### src/rtl/uart_tx_param.sv
// Parameterised UART transmitter: start bit, DATA_W data bits LSB first, optional parity, 1-2 stop bits.
// Define UART_TX_FIFO_EN to place a FIFO_DEPTH-entry input FIFO in front of the serialiser.
module uart_tx_param #(
  parameter int DATA_W       = 8,
  parameter int CLKS_PER_BIT = 868,
  parameter int PARITY_MODE  = 0,
  parameter int STOP_BITS    = 1,
  parameter int FIFO_DEPTH   = 4
) (
  input  logic              i_clk,
  input  logic              i_reset,
  input  logic              i_tx_valid,
  input  logic [DATA_W-1:0] i_tx_data,
  output logic              o_tx_ready,
  output logic              o_tx_out,
  output logic              o_tx_busy,
  output logic              o_tx_done
);

  localparam int               CNT_W     = (CLKS_PER_BIT > 1) ? $clog2(CLKS_PER_BIT) : 1;
  localparam int               IDX_W     = $clog2(DATA_W);
  localparam logic [CNT_W-1:0] CNT_LAST  = CNT_W'(CLKS_PER_BIT - 1);
  localparam logic [CNT_W-1:0] CNT_ZERO  = {CNT_W{1'b0}};
  localparam logic [CNT_W-1:0] CNT_ONE   = CNT_W'(1);
  localparam logic [IDX_W-1:0] IDX_LAST  = IDX_W'(DATA_W - 1);
  localparam logic [IDX_W-1:0] IDX_ZERO  = {IDX_W{1'b0}};
  localparam logic [IDX_W-1:0] IDX_ONE   = IDX_W'(1);
  localparam logic             STOP_LAST = (STOP_BITS == 2) ? 1'b1 : 1'b0;

  typedef enum logic [2:0] {
    S_IDLE   = 3'd0,
    S_START  = 3'd1,
    S_DATA   = 3'd2,
    S_PARITY = 3'd3,
    S_STOP   = 3'd4
  } state_t;

  if ((DATA_W < 5) || (DATA_W > 9) || (CLKS_PER_BIT < 2) || (CLKS_PER_BIT > 65535) ||
      (PARITY_MODE < 0) || (PARITY_MODE > 2) || (STOP_BITS < 1) || (STOP_BITS > 2) ||
      (FIFO_DEPTH < 2) || (FIFO_DEPTH > 16) || ((FIFO_DEPTH & (FIFO_DEPTH - 1)) != 0)) begin : g_bad_cfg
    $error("uart_tx_param: illegal parameter set");
  end

  // Even parity is the XOR of the data bits; odd parity is its complement.
  function automatic logic parity_of(input logic [DATA_W-1:0] d);
    parity_of = (PARITY_MODE == 2) ? ~(^d) : (^d);
  endfunction

  state_t            r_state, w_state_n;
  logic [CNT_W-1:0]  r_cnt, w_cnt_n;
  logic [IDX_W-1:0]  r_idx, w_idx_n;
  logic              r_stop, w_stop_n;
  logic [DATA_W-1:0] r_data;
  logic              r_par;
  logic              r_tx_ready, r_tx_out, r_tx_busy, r_tx_done;
  logic              w_load, w_avail, w_bit_end, w_out_n, w_done_n, w_ready_n;
  logic [DATA_W-1:0] w_word;

`ifdef UART_TX_FIFO_EN
  localparam int               PTR_W     = $clog2(FIFO_DEPTH);
  localparam logic [PTR_W:0]   FIFO_FULL = (PTR_W + 1)'(FIFO_DEPTH);
  localparam logic [PTR_W:0]   CNT1_ONE  = (PTR_W + 1)'(1);
  localparam logic [PTR_W-1:0] PTR_ONE   = PTR_W'(1);

  logic [DATA_W-1:0] r_mem [FIFO_DEPTH];
  logic [PTR_W-1:0]  r_wr_ptr, r_rd_ptr;
  logic [PTR_W:0]    r_count, w_count_n;
  logic              w_push;

  assign w_push    = i_tx_valid & r_tx_ready;
  assign w_avail   = (r_count != {(PTR_W + 1){1'b0}});
  assign w_word    = r_mem[r_rd_ptr];
  assign w_ready_n = (w_count_n != FIFO_FULL);

  // Occupancy after this cycle's push (handshake) and pop (FSM load).
  always_comb begin
    w_count_n = r_count;
    if (w_push && !w_load) begin
      w_count_n = r_count + CNT1_ONE;
    end else if (!w_push && w_load) begin
      w_count_n = r_count - CNT1_ONE;
    end else begin
      w_count_n = r_count;
    end
  end

  // FIFO storage needs no reset; occupancy gates every read.
  always_ff @(posedge i_clk) begin
    if (w_push) begin
      r_mem[r_wr_ptr] <= i_tx_data;
    end
  end

  // FIFO pointers and occupancy.
  always_ff @(posedge i_clk or posedge i_reset) begin
    if (i_reset) begin
      r_wr_ptr <= {PTR_W{1'b0}};
      r_rd_ptr <= {PTR_W{1'b0}};
      r_count  <= {(PTR_W + 1){1'b0}};
    end else begin
      r_count <= w_count_n;
      if (w_push) begin
        r_wr_ptr <= r_wr_ptr + PTR_ONE;
      end
      if (w_load) begin
        r_rd_ptr <= r_rd_ptr + PTR_ONE;
      end
    end
  end
`else
  assign w_avail   = i_tx_valid & r_tx_ready;
  assign w_word    = i_tx_data;
  assign w_ready_n = (w_state_n == S_IDLE) | w_done_n;
`endif

  assign w_bit_end = (r_cnt == CNT_LAST);

  // Next-state logic; a word available in the final stop cycle chains straight into START.
  always_comb begin
    w_state_n = r_state;
    w_cnt_n   = r_cnt;
    w_idx_n   = r_idx;
    w_stop_n  = r_stop;
    w_load    = 1'b0;
    case (r_state)
      S_IDLE: begin
        w_cnt_n = CNT_ZERO;
        if (w_avail) begin
          w_load    = 1'b1;
          w_state_n = S_START;
        end else begin
          w_state_n = S_IDLE;
        end
      end
      S_START: begin
        if (w_bit_end) begin
          w_cnt_n   = CNT_ZERO;
          w_state_n = S_DATA;
        end else begin
          w_cnt_n = r_cnt + CNT_ONE;
        end
      end
      S_DATA: begin
        if (w_bit_end) begin
          w_cnt_n = CNT_ZERO;
          if (r_idx == IDX_LAST) begin
            w_idx_n   = IDX_ZERO;
            w_state_n = (PARITY_MODE != 0) ? S_PARITY : S_STOP;
          end else begin
            w_idx_n = r_idx + IDX_ONE;
          end
        end else begin
          w_cnt_n = r_cnt + CNT_ONE;
        end
      end
      S_PARITY: begin
        if (w_bit_end) begin
          w_cnt_n   = CNT_ZERO;
          w_state_n = S_STOP;
        end else begin
          w_cnt_n = r_cnt + CNT_ONE;
        end
      end
      S_STOP: begin
        if (w_bit_end) begin
          w_cnt_n = CNT_ZERO;
          if (r_stop == STOP_LAST) begin
            w_stop_n = 1'b0;
            if (w_avail) begin
              w_load    = 1'b1;
              w_state_n = S_START;
            end else begin
              w_state_n = S_IDLE;
            end
          end else begin
            w_stop_n = 1'b1;
          end
        end else begin
          w_cnt_n = r_cnt + CNT_ONE;
        end
      end
      default: begin
        w_state_n = S_IDLE;
        w_cnt_n   = CNT_ZERO;
        w_idx_n   = IDX_ZERO;
        w_stop_n  = 1'b0;
      end
    endcase
  end

  // Line level for the upcoming cycle, so o_tx_out comes straight from a flop.
  always_comb begin
    w_out_n = 1'b1;
    if (w_state_n == S_START) begin
      w_out_n = 1'b0;
    end else if (w_state_n == S_DATA) begin
      w_out_n = r_data[w_idx_n];
    end else if (w_state_n == S_PARITY) begin
      w_out_n = r_par;
    end else begin
      w_out_n = 1'b1;
    end
  end

  assign w_done_n = (w_state_n == S_STOP) && (w_stop_n == STOP_LAST) && (w_cnt_n == CNT_LAST);

  // FSM, latched word and registered outputs.
  always_ff @(posedge i_clk or posedge i_reset) begin
    if (i_reset) begin
      r_state    <= S_IDLE;
      r_cnt      <= CNT_ZERO;
      r_idx      <= IDX_ZERO;
      r_stop     <= 1'b0;
      r_data     <= {DATA_W{1'b0}};
      r_par      <= 1'b0;
      r_tx_ready <= 1'b0;
      r_tx_out   <= 1'b1;
      r_tx_busy  <= 1'b0;
      r_tx_done  <= 1'b0;
    end else begin
      r_state    <= w_state_n;
      r_cnt      <= w_cnt_n;
      r_idx      <= w_idx_n;
      r_stop     <= w_stop_n;
      r_tx_ready <= w_ready_n;
      r_tx_out   <= w_out_n;
      r_tx_busy  <= (w_state_n != S_IDLE);
      r_tx_done  <= w_done_n;
      if (w_load) begin
        r_data <= w_word;
        r_par  <= parity_of(w_word);
      end
    end
  end

  assign o_tx_ready = r_tx_ready;
  assign o_tx_out   = r_tx_out;
  assign o_tx_busy  = r_tx_busy;
  assign o_tx_done  = r_tx_done;

endmodule

### config.mk
export PLATFORM = sky130hd
export DESIGN_NAME = uart_tx_param
export DESIGN_NICKNAME = d
export VERILOG_FILES = /design/src/rtl/uart_tx_param.sv
export SDC_FILE = /design/constraint.sdc
export NUM_CORES = 1
export LEC_CHECK = 0
export ABC_AREA = 1
export BUFFER_PORTS_ARGS = -buffer_cell sky130_fd_sc_hd__buf_2
export CORE_AREA = 2 2 78 80
export CTS_CLUSTER_DIAMETER = 40
export DETAILED_ROUTE_END_ITERATION = 10
export DIE_AREA = 0 0 80 82
export GPL_TIMING_DRIVEN = 0
export PLACE_DENSITY = 0.49
export SETUP_SLACK_MARGIN = 0.3
export SLEW_MARGIN = 5
export SYNTH_ARGS = -nofsm -noshare
export SYNTH_HDL_FRONTEND = slang
export SYNTH_SLANG_ARGS = --single-unit
### constraint.sdc
create_clock -name i_clk -period 3.8 [get_ports i_clk]
set_input_delay 0.38 -clock i_clk [delete_from_list [all_inputs] [get_ports i_clk]]
set_output_delay 0.38 -clock i_clk [all_outputs]
set_load 0.05 [all_outputs]
# Word level (Yosys, flattened, before mapping)
# Cells that the tools add are included.
# W data, S select, Z words.
# word_totals
mem_count,0
mem_bits_ro,0
ram_bits,0
elab_cells,61
reg_bits,30
out_inout_bits,4
latch_bits,0
inputBits,11
# op_classes
n_reduce_logical,9
mul,0
n_mux,25
addsub,2
n_shift,0
div,0
bitwise,3
n_eq_ne,11
magnitude_cmp,1
# ops
operator,n
$mux W3,8
$eq A10 B10 Y1 const B,2
$mux W10,2
$pmux W3 S5,1
$eq A3 B2 Y1 const B,4
$reduce_or A4 Y1,3
$add A10 B1 Y10 const B,1
$mux W1,10
$eq A3 B3 Y1 const B,3
$reduce_xor A8 Y1,1
$eq A3 B1 Y1 const B,2
$logic_not A3 Y1,2
$pmux W3 S2,1
$lt A3 B4 Y1 const B,1
$pmux W1 S2,2
$add A3 B1 Y3 const B,1
$bmux W1 S3,1
$reduce_bool A3 Y1,1
$logic_and A1 B1 Y1,2
$and A1 B1 Y1,1
$not A1 Y1,1
$or A1 B1 Y1,1

# Longest topological paths before layout
# Gate-level depths: netlist of the first run.
# logic_depth
word_depth,9
depth_mapped,14
ltp_nobuf,14

# Least setup slack after synthesis of the first run
# Ideal clock, no wire load.
# synth_path
kind,reg-to-reg
start,register r_cnt[0]
end,"register r_tx_out, in the netlist o_tx_out"
period_less_slack_ns,1.585
path_stages_with_launch,15
t_required_ns,3.725
slack_ns,2.215
t_arrival_ns,1.509
path_cell_list,dfrtp_1 -> ha_1 -> nand2_1 -> nor2_2 -> nand3_2 -> nand2_1 -> nand2_1 -> nand2_1 -> nand2_2 -> inv_2 -> nand3_2 -> nand3_1 -> nand3_1 -> nand2_1 -> nand2_1
# synth_between
elab_chain_len,7
# synth_rtl
element,line_no,source
from (decl),50,"logic [CNT_W-1:0] r_cnt, w_cnt_n;"
from (signal assigned),222,r_cnt <= w_cnt_n;
$eq A10 B10 Y1,116,assign w_bit_end = (r_cnt == CNT_LAST);
$mux W3,144,if (w_bit_end) begin
$pmux W3 S2,125,case (r_state)
via w_idx_n[1],51,"logic [IDX_W-1:0] r_idx, w_idx_n;"
$bmux W1 S3,197,w_out_n = r_data[w_idx_n];
$mux W1 (implied by the code),197,
$mux W1,196,end else if (w_state_n == S_DATA) begin
$mux W1,194,if (w_state_n == S_START) begin
via w_out_n,56,"logic w_load, w_avail, w_bit_end, w_out_n, w_done_n, w_ready_n;"
to (signal assigned),226,r_tx_out <= w_out_n;
to (decl),55,"logic r_tx_ready, r_tx_out, r_tx_busy, r_tx_done;"
# The timed path passes the listed nets, and every way through them passes these cells. The select of a mux whose other input is x is not followed.
# A chain may end at the register's enable or synchronous reset.

# Final worst setup path of the first run
# layout_path
start,register r_cnt[0]
end,"register r_tx_ready, in the netlist o_tx_ready"
# layout_between
elab_chain_len,7
# layout_rtl
element,line_no,source
branches (longest 6 deep; another with $add A10 B1 Y10),--,
$or A1 B1 Y1 (*),113,assign w_ready_n = (w_state_n == S_IDLE) | w_done_n;
via w_ready_n,56,
to (signal assigned),225,r_tx_ready <= w_ready_n;
to (decl),55,
# Mark *: on every way through the listed nets, which the timed path passes.

==> metrics, run 1 <==
status=finished clean; Site Rows=28; DRC Markers=0; Combinational Power Share=0.042; ANT cells=0; total number of vias=1263; Detailed Route WL=3052 um; Reg2Reg Launch Point=r_cnt[0]; GRT Overall Usage=0.1131; FILL cells=640; largest family of logic cells by synthesized area=simple AND/OR/NAND/NOR gates; Worst Path Arrival=2.06 ns; Clock Power Share=0.441; Worst slew margin=0.2763; die area=6560 sq um; hold_buf cts=0; Synth Area in Compound Gates=0.03882; skew final=0.006759 ns; Cell Area, Synth=1612 sq um; Synth Register Bits=30; CP cell instances=ha_1 > nand2_1 > nor2_2 > nand3_2 > nand2_2 > or2_1 > nand4_1 > nor3_1 > nand2_1 > o21ai_1; endpoints failing hold=0; clock slew at reported path FFs=0.07 ns; WL per Instance=10.28 um; Yosys warning count=0; post-synthesis simple-gate area fraction=0.3463; worst skew pair latency=0.28 ns; final net count=235; Crit path top cell by count=nand2_1; Post-DRT Antenna Nets=0; Remaining Overflow, GRT=0; drt first pass iters=4; Setup TNS=0 ns; Setup Fix Bufs, Post-CTS=0; post-synthesis xor/xnor area fraction=0.05435; first-pass GRT wire length=5727 um; TritonCTS clock tree=yes; Die W=80 um; post-synthesis sequential area ratio=0.4666; average cell area after synthesis=8.058 sq um; fin. max-slew vios=0; overall power=617.2 uW; die height=82 um; initial antenna violation count=0; CTS Buffer Depth=2; Net Count, Synth=214; Hold Crit Class=input port to async pin; share of layout cells above drive strength 1=0.1847; fin cells=297; vias in the first global route=1282; post-synthesis cell count=200; FF-to-FF path depth=10; Initial Util=0.2805; Required @ worst endpoint=4.01 ns; final setup vio count=0; Worst path max stage delay=0.38 ns; internal power=475.8 uW; Tcrit/Tclk final=0.4873; Via density=4.253; P per Cell Area=330.0 nW/um^2; placed cell areas=1775 sq um; Post-Layout Inst Area=1871 sq um; post-cts repair resize count=0; sequential power share=0.517; r2r endpoint=o_tx_ready; clock sinks=30; slowest CP cell=dfrtp_1; Initial DRC Count=66; Switching Fraction=0.2291; Yosys cell types=26; max-cap check violation count=0; total CTS buffers=5; RSZ-0062 raised after global routing=no; critical path class=register to register; leakage=0.9735 nW; post-route minimum period=1.852 ns; peak fanout along the critical path=7; Ports=15; H-tree depth=2; HPWL Detailed=2364 um; Crit. End Element=register; GP Congestion=0.8123; Worst-Margin Slew=1.079 ns; adder-cell area share of the yosys netlist=0.02329; CP startpoint kind=register; Peak VDD IR=175.5 uV; core area=5746 sq um; area grow syn2layout=16.07%; clk root buf=clkbuf_8; # port buffers=14; Cells after DPL=289; R2R setup slack=1.95 ns; post-synthesis mux area share=0; Max Fclk=0.5401 GHz; Finished Core Util=0.3256; largest net degree at the start of global routing=31; P_sw=141.4 uW
how the worst max path moves through the flow:
stage | from | endpoint
finish | r_cnt[0] | o_tx_ready
global route | r_cnt[0] | o_tx_ready
CTS | r_cnt[0] | o_tx_ready
detailed placement | r_cnt[0] | o_tx_ready
global placement | r_cnt[0] | o_tx_ready
floorplan | r_cnt[0] | o_tx_out
power groups by stage:
| stage | combinational (mW) | sequential, mW | clock, mW |
|---|---|---|---|
| finish | 0.0259 | 0.319 | 0.272 |
| global route | 0.0297 | 0.319 | 0.299 |
| CTS | 0.0272 | 0.319 | 0.282 |
| detailed placement | 0.0273 | 0.325 | 0 |
| global placement | 0.0269 | 0.325 | 0 |
| floorplan | 0.0162 | 0.325 | 0 |
worst max-delay path, delay by kind of cell (launching register included):
kind	cells	cell delay, ns
flops	1	0.38
compound gates	1	0.12
fa+ha+maj	1	0.24
simple gates	8	1.02
cells in the mapped netlist:
cell	count	share of area
nor3_1	1	0.0031
nand2_1	56	0.13
nand2_2	3	0.012
xor2_1	4	0.022
nand4_1	3	0.012
nor2_2	2	0.0078
xnor2_1	6	0.033
dfstp_2	1	0.016
a21oi_1	1	0.0031
nor2_1	18	0.042
o21ai_0	2	0.0062
o21ai_1	3	0.0093
o21bai_1	1	0.0047
dfrtp_1	29	0.45
nand3_1	24	0.075
a22oi_1	1	0.0047
inv_2	2	0.0047
o21ai_2	1	0.0054
a31o_2	1	0.0054
ha_1	3	0.023
nor2_4	2	0.014
inv_1	27	0.063
nand3_2	5	0.031
nand3b_4	1	0.012
buf_2	1	0.0031
or2_1	2	0.0078
per-layer routing:
layer | up-vias | routed length [um] | GRT usage | part of all wire
met5 | - | 0 | 0 | 0
met4 | 0 | 42 | 0.04068 | 0.014
li1 | 672 | - | - | -
met3 | 7 | 123 | 0.03626 | 0.040
met1 | 560 | 1497 | 0.1396 | 0.49
met2 | 24 | 1388 | 0.1858 | 0.45
sequential cells by signal (all words and copies together), names as in the netlist:
| signal | flops |
|---|---|
| r_cnt | 10 |
| o_tx_done | 1 |
| r_idx | 3 |
| r_stop | 1 |
| r_state | 3 |
| o_tx_ready | 1 |
| r_data | 8 |
| o_tx_busy | 1 |
| r_par | 1 |
| o_tx_out | 1 |
area by class of cell:
class                      instances  area (sq um)  share of cell area
inverter                          29         108.9             0.05819
sequential                        30         752.0              0.4020
clock buffer                       6         82.58             0.04415
timing repair buffer              14         70.07             0.03746
clock inverter                     2         12.51            0.006689
tap                               75         93.84             0.05017
multi-input combinational        140         745.7              0.3987
buffer                             1         5.005            0.002676
logic make-up after synthesis:
family	Yosys count
AND/OR/NAND/NOR	117
buffers and inverters	30
flip-flops	30
AO/OA/AOI/OAI	10
XOR/XNOR	10
adder cells (fa/ha/maj)	3
per-stage QoR:
| step | setup slack, ns | hold WS (ns) |
|---|---|---|
| after floorplan | 2.215 | 0.4492 |
| after global placement | 1.904 | 0.4689 |
| after detailed placement | 1.900 | 0.4703 |
| after CTS | 1.877 | 0.3011 |
| after global routing | 1.668 | 0.3101 |
| final | 1.948 | 0.2302 |
cell usage in the layout (no fill, tap or decap), drive strengths merged:
master,count
o21bai,1
nand3,29
clkinv,2
a31o,1
nand2,59
xor2,4
clkbuf,6
dfrtp,29
nand4,3
a21oi,1
xnor2,6
ha,3
inv,28
nor2,22
nor3,1
nand3b,1
or2,2
buf,15
a22oi,1
dfstp,1
o21ai,6
clkinvlp,1
(Power assumes the default switching activity.)
==> run 2: changes to the inputs <==
==> constraint.sdc (replaced) <==
create_clock -name i_clk -period 1.8 [get_ports i_clk]
set_input_delay 0.18 -clock i_clk [delete_from_list [all_inputs] [get_ports i_clk]]
set_output_delay 0.18 -clock i_clk [all_outputs]
set_load 0.05 [all_outputs]
==> run 2 against run 1 <==
Compared with the run above:
- worst hold slack worse by 0.11 ns
- cell area grew 22%
- sequential cell count is the same
- clock power grew 110%
- final cell count grew 7.4%
- core utilization increased by 7.0 points
- total power is 110% higher
- combinational power up 150%
- register-to-register slack got worse by 1.9 ns
- highest routed layer unchanged
==> metrics, run 2 (synthesized netlist as in run 1, its figures left out) <==
RSZ-0062 raised after global routing=yes; endpoints failing hold=0 (unchanged); Crit. End Element=register; Tcrit/Tclk final=0.9560 (+0.4687); clk root buf=clkbuf_8; Die W=80 um (unchanged); GRT Overall Usage=0.1280 (+0.01493); post-route minimum period=1.721 ns (-0.1309 ns); final setup vio count=0 (unchanged); Hold Slack=0.1190 ns (-0.1112 ns); Hold Crit Class=input port to register; GP Congestion=0.7660 (-5.7%); biggest regs=r_cnt: 10 flops, r_data: 8 flops; CTS Buffer Depth=2 (unchanged); worst skew pair latency=0.28 ns (about the same); die height=82 um (unchanged); Initial DRC Count=25 (-62%); largest reg by FF count=r_cnt; vias in the first global route=1403 (+9.4%); DRC Markers=0 (unchanged); Initial Util=0.2805 (unchanged); initial antenna violation count=0 (unchanged); Post-DRT Antenna Nets=0 (unchanged); die area=6560 sq um (unchanged); Max Fclk=0.5812 GHz (+7.6%); most common cell after layout, fill and taps aside=nand2_1; drt first pass iters=4 (unchanged); Post-Layout Inst Area=2275 sq um (+22%); first-pass GRT wire length=6361 um (+11%); P per Cell Area=571.8 nW/um^2 (+73%); final net count=257 (+9.4%); share of layout cells above drive strength 1=0.4180 (+0.2333); max-cap check violation count=0 (unchanged); # port buffers=14 (unchanged); largest net degree at the start of global routing=31 (unchanged); Worst slew margin=0.5660 (+0.2896); Site Rows=28 (unchanged); most frequent cells in the layout=45 x nand2_1, 29 x dfrtp_1, 21 x inv_1; Peak VDD IR=323.1 uV (+84%); H-tree depth=2 (unchanged); fin. max-slew vios=0 (unchanged); HPWL Detailed=2403 um (+1.7%); Place WS=-0.1010 ns (-2.001 ns); ANT cells=0 (unchanged); Ports=15 (unchanged); area grow syn2layout=41.15%; TritonCTS clock tree=yes; Remaining Overflow, GRT=0 (unchanged); total number of vias=1393 (+10%); max reg flops=10 (unchanged); Detailed Route WL=3659 um (+20%); Worst Path Arrival=1.93 ns (-0.13 ns); leakage=1.122 nW (+15%); clock slew at reported path FFs=0.06 ns (about the same); Via density=4.367 (+2.7%); critical path class=register to register; worst setup margin=0.07929 ns (-1.869 ns); clock sinks=30 (unchanged); core area=5746 sq um (unchanged); CP startpoint kind=register; Worst-Margin Slew=0.6470 ns (-0.4318 ns); placed cell areas=1784 sq um (+0.49%); Required @ worst endpoint=2.01 ns (-2.00 ns); total CTS buffers=5 (unchanged); skew final=0.004006 ns (-0.002754 ns); WL per Instance=11.47 um (+12%); status=finished clean; peak fanout along the critical path=6 (-1)
[run 2: cell type report]
type	instances	area, sq um
tap	75	93.84
clock buffer	7	86.33
buffer	1	11.26
clock inverter	1	5.005
inverter	29	111.4
sequential	30	752.0
timing repair buffer	36	265.3
multi-input combinational	140	949.7
fill	624	3471
[run 2: worst paths after layout]
path	to	startpoint	slack (ns)	depth (start not counted)
setup reg to reg	o_tx_ready	r_cnt[0]	0.08	11
hold reg to reg	r_data[4]	r_data[4]	0.48	2
max in group asynchronous	o_tx_out	i_reset	0.83	4
setup / recovery	o_tx_ready	r_cnt[0]	0.08	11
min in group asynchronous	r_cnt[5]	i_reset	0.45	3
hold / removal	r_data[4]	i_tx_data[4]	0.12	3
[run 2: critical path: stages, from the launching register on]
cell and delay (ns):
dfrtp_1 0.41, ha_4 0.19, nand2_4 0.06, nor2_4 0.04, nand3_4 0.13, nand2_4 0.09
buf_4 0.14, nor2_1 0.09, nand2_1 0.09, nor3_2 0.20, nand2_1 0.10, o21ai_1 0.12
[run 2: timing repair]
action                     CTS  global route
pin swaps                   17            16
hold endpoints to repair     0            15
gates resized for setup     33            24
setup buffers               13             6
setup endpoints to repair   20            23
hold buffers                 0             1
gates cloned                 1             0
[run 2: through the flow]
step	utilization	power [mW]	std cells	TNS [ns]
floorplan	-	0.7209	200	0
finish	0.3959	1.301	319	0
CTS	0.3678	1.317	311	0
detailed placement	0.3105	0.7447	289	-0.1748
global route	0.3959	1.358	319	-0.05264
global placement	0.3105	0.7436	289	-0.1804
[run 2: power breakdown]
group / switching [mW] / internal [mW]
Combinational: 0.0334 / 0.0307
Sequential: 0 / 0.674
Clock: 0.254 / 0.308
[run 2: per-layer routing]
layer	up-vias	GRT usage	wire, um
met3	5	0.03626	109
li1	713	-	-
met4	0	0.04576	49
met5	-	0	0
met2	16	0.2283	1963
met1	659	0.1465	1536
==> run 3: changes to the inputs <==
--- a/config.mk
+++ b/config.mk
@@ -8,11 +8,12 @@
 export ABC_AREA = 1
 export BUFFER_PORTS_ARGS = -buffer_cell sky130_fd_sc_hd__buf_2
 export CORE_AREA = 2 2 78 80
-export CTS_CLUSTER_DIAMETER = 40
+export CTS_CLUSTER_DIAMETER = 150
 export DETAILED_ROUTE_END_ITERATION = 10
 export DIE_AREA = 0 0 80 82
 export GPL_TIMING_DRIVEN = 0
 export PLACE_DENSITY = 0.49
+export REMOVE_ABC_BUFFERS = 1
 export SETUP_SLACK_MARGIN = 0.3
 export SLEW_MARGIN = 5
 export SYNTH_ARGS = -nofsm -noshare
==> run 3 against run 2 <==
Compared with the run above:
- non-clock buffer count did not move
- first-iteration DRC count increased by 44%
- maximum frequency is 0.74% lower
- total power decreased by 4.6%
- core utilization rose by 1.6 points
- clock power shrank 9.1%
- cell area increased by 4.1%
- via count grew 0.93%
- routed wire length up 2.2%
==> metrics, run 3 (synthesized netlist as in run 1, its figures left out) <==
status=finished clean; Via density=4.408 (+0.93%); final setup vio count=0 (unchanged); slowest CP cell=dfrtp_1; post-route minimum period=1.734 ns (+0.01290 ns); leakage=1.131 nW (+0.75%); endpoints failing hold=0 (unchanged); GRT Overall Usage=0.1277 (-0.0002634); largest reg by FF count=r_cnt; Max Fclk=0.5768 GHz (-0.74%); clock sinks=30 (unchanged); GP Congestion=0.7878 (+2.8%); max-cap check violation count=0 (unchanged); FF-to-FF path depth=10 (-1); core area=5746 sq um (unchanged); Cells after DPL=288 (-0.35%); Site Rows=28 (unchanged); largest net degree at the start of global routing=31 (unchanged); Die W=80 um (unchanged); final net count=257 (unchanged); r2r endpoint=o_tx_ready; Tcrit/Tclk final=0.9631 (+0.007164); max reg flops=10 (unchanged); Worst path max stage delay=0.39 ns (-0.02 ns); H-tree depth=2 (unchanged); Worst-Margin Slew=1.076 ns (+0.4289 ns); vias in the first global route=1444 (+2.9%); Reg2Reg Launch Point=r_cnt[1]; Setup crit start=r_cnt[1]; fin cells=319 (unchanged); total number of vias=1406 (+0.93%); clock slew at reported path FFs=0.06 ns (about the same); worst skew pair latency=0.28 ns (about the same); Setup TNS=0 ns (unchanged); die area=6560 sq um (unchanged); CTS Buffer Depth=2 (unchanged); P per Cell Area=524.4 nW/um^2 (-8.3%); ANT cells=0 (unchanged); Hold Slack=0.03083 ns (-0.08819 ns); skew final=0.006501 ns (+0.002495 ns); WL per Instance=11.73 um (+2.2%); initial antenna violation count=0 (unchanged); Crit path top cell by count=nand2_4; Detailed Route WL=3741 um (+2.2%); HPWL Detailed=2384 um (-0.78%); most common cell after layout, fill and taps aside=nand2_1; R2R setup slack=0.07 ns (about the same); critical path class=register to register; CP cell instances=ha_4 > nand2_4 > nor2_4 > nand3_4 > nand2_4 > or2_1 > nand4_1 > nor3_2 > nand2_1 > o21ai_1; Peak VDD IR=417.7 uV (+29%); # port buffers=14 (unchanged); area grow syn2layout=46.89%; CP startpoint kind=register; RSZ-0062 raised after global routing=yes; biggest regs=r_cnt: 10 flops, r_data: 8 flops; share of layout cells above drive strength 1=0.4836 (+0.06557); total CTS buffers=5 (unchanged); Remaining Overflow, GRT=0 (unchanged); Hold Crit Class=input port to async pin; Post-DRT Antenna Nets=0 (unchanged); drt first pass iters=4 (unchanged); first-pass GRT wire length=6403 um (+0.66%); Crit. End Element=register; die height=82 um (unchanged); clk root buf=clkbuf_8; most frequent cells in the layout=35 x nand2_1, 26 x dfrtp_1, 20 x inv_1; fin. max-slew vios=0 (unchanged); Ports=15 (unchanged); Worst slew margin=0.2783 (-0.2877); Required @ worst endpoint=2.01 ns (about the same); TritonCTS clock tree=yes; Initial DRC Count=36 (+44%); Initial Util=0.2805 (unchanged); DRC Markers=0 (unchanged); peak fanout along the critical path=6 (unchanged); Worst Path Arrival=1.94 ns (about the same)
run 3: cell types whose count changed in the layout (fill, tap and decap cells not counted), moves of 2 or more:
cell / previous run / this run
clkbuf_1: 1 / 3
buf_4: 18 / 15
nand2_1: 45 / 35
nand2_2: 11 / 15
buf_6: 3 / 6
dfrtp_1: 29 / 26
dfrtp_2: 0 / 3
nand2_4: 3 / 9
nand3_1: 12 / 9
nand3_2: 14 / 17
run 3: cell type report:
cell class / instances / area (sq um)
Inverter: 29 / 115.1
Fill cell: 599 / 3378
Timing Repair Buffer: 37 / 285.3
Clock buffer: 8 / 80.08
Multi-Input combinational cell: 140 / 1037
Tap cell: 75 / 93.84
Sequential cell: 30 / 755.7
run 3: timing repair:
item                       in CTS  in global routing
buffers inserted               11                 12
cloned                          0                  0
hold buffers                    0                  0
resized for setup              41                 47
pin swaps                      16                 23
setup endpoints to repair      20                 23
run 3: critical path: cells and delay by family, from the launching register on:
family                   cells  cell delay, ns
AND/OR/NAND/NOR              8            0.99
flip-flops                   1            0.39
adder cells (fa/ha/maj)      1            0.17
AO/OA/AOI/OAI                1            0.12
run 3: layer usage:
metal	share of wire	global-route usage
met2	0.56	0.2375
met3	0.022	0.02967
met1	0.40	0.1443
met4	0.014	0.04068
met5	0	0
run 3: report_power, final:
| part | total, mW | switching, mW | internal, mW |
|---|---|---|---|
| Sequential | 0.675 | 0 | 0.675 |
| Combinational | 0.0561 | 0.0328 | 0.0234 |
| Clock | 0.511 | 0.237 | 0.274 |
| Total | 1.24 | 0.269 | 0.972 |
run 3: through the flow:
step | cell area, sq um | power, mW | utilization | worst slack (ns)
5_1_grt | 2367 | 1.297 | 0.4120 | -0.1151
3_3_place_gp | 1770 | 0.7434 | 0.3081 | -0.2288
3_5_place_dp | 1770 | 0.7436 | 0.3081 | -0.2140
2_1_floorplan | 1607 | 0.7209 | - | 0.1087
6_report | 2367 | 1.241 | 0.4120 | 0.06639
4_1_cts | 2088 | 1.260 | 0.3635 | 0.07688
run 3: worst max-delay path by stage:
stage | to | depth (start not counted) | slack, ns
final | o_tx_ready | 10 | 0.07
after global routing | o_tx_ready | 10 | -0.12
after CTS | o_tx_out | 14 | 0.08
after detailed placement | o_tx_ready | 12 | -0.21
after global placement | o_tx_ready | 12 | -0.23
after floorplan | o_tx_ready | 12 | 0.11
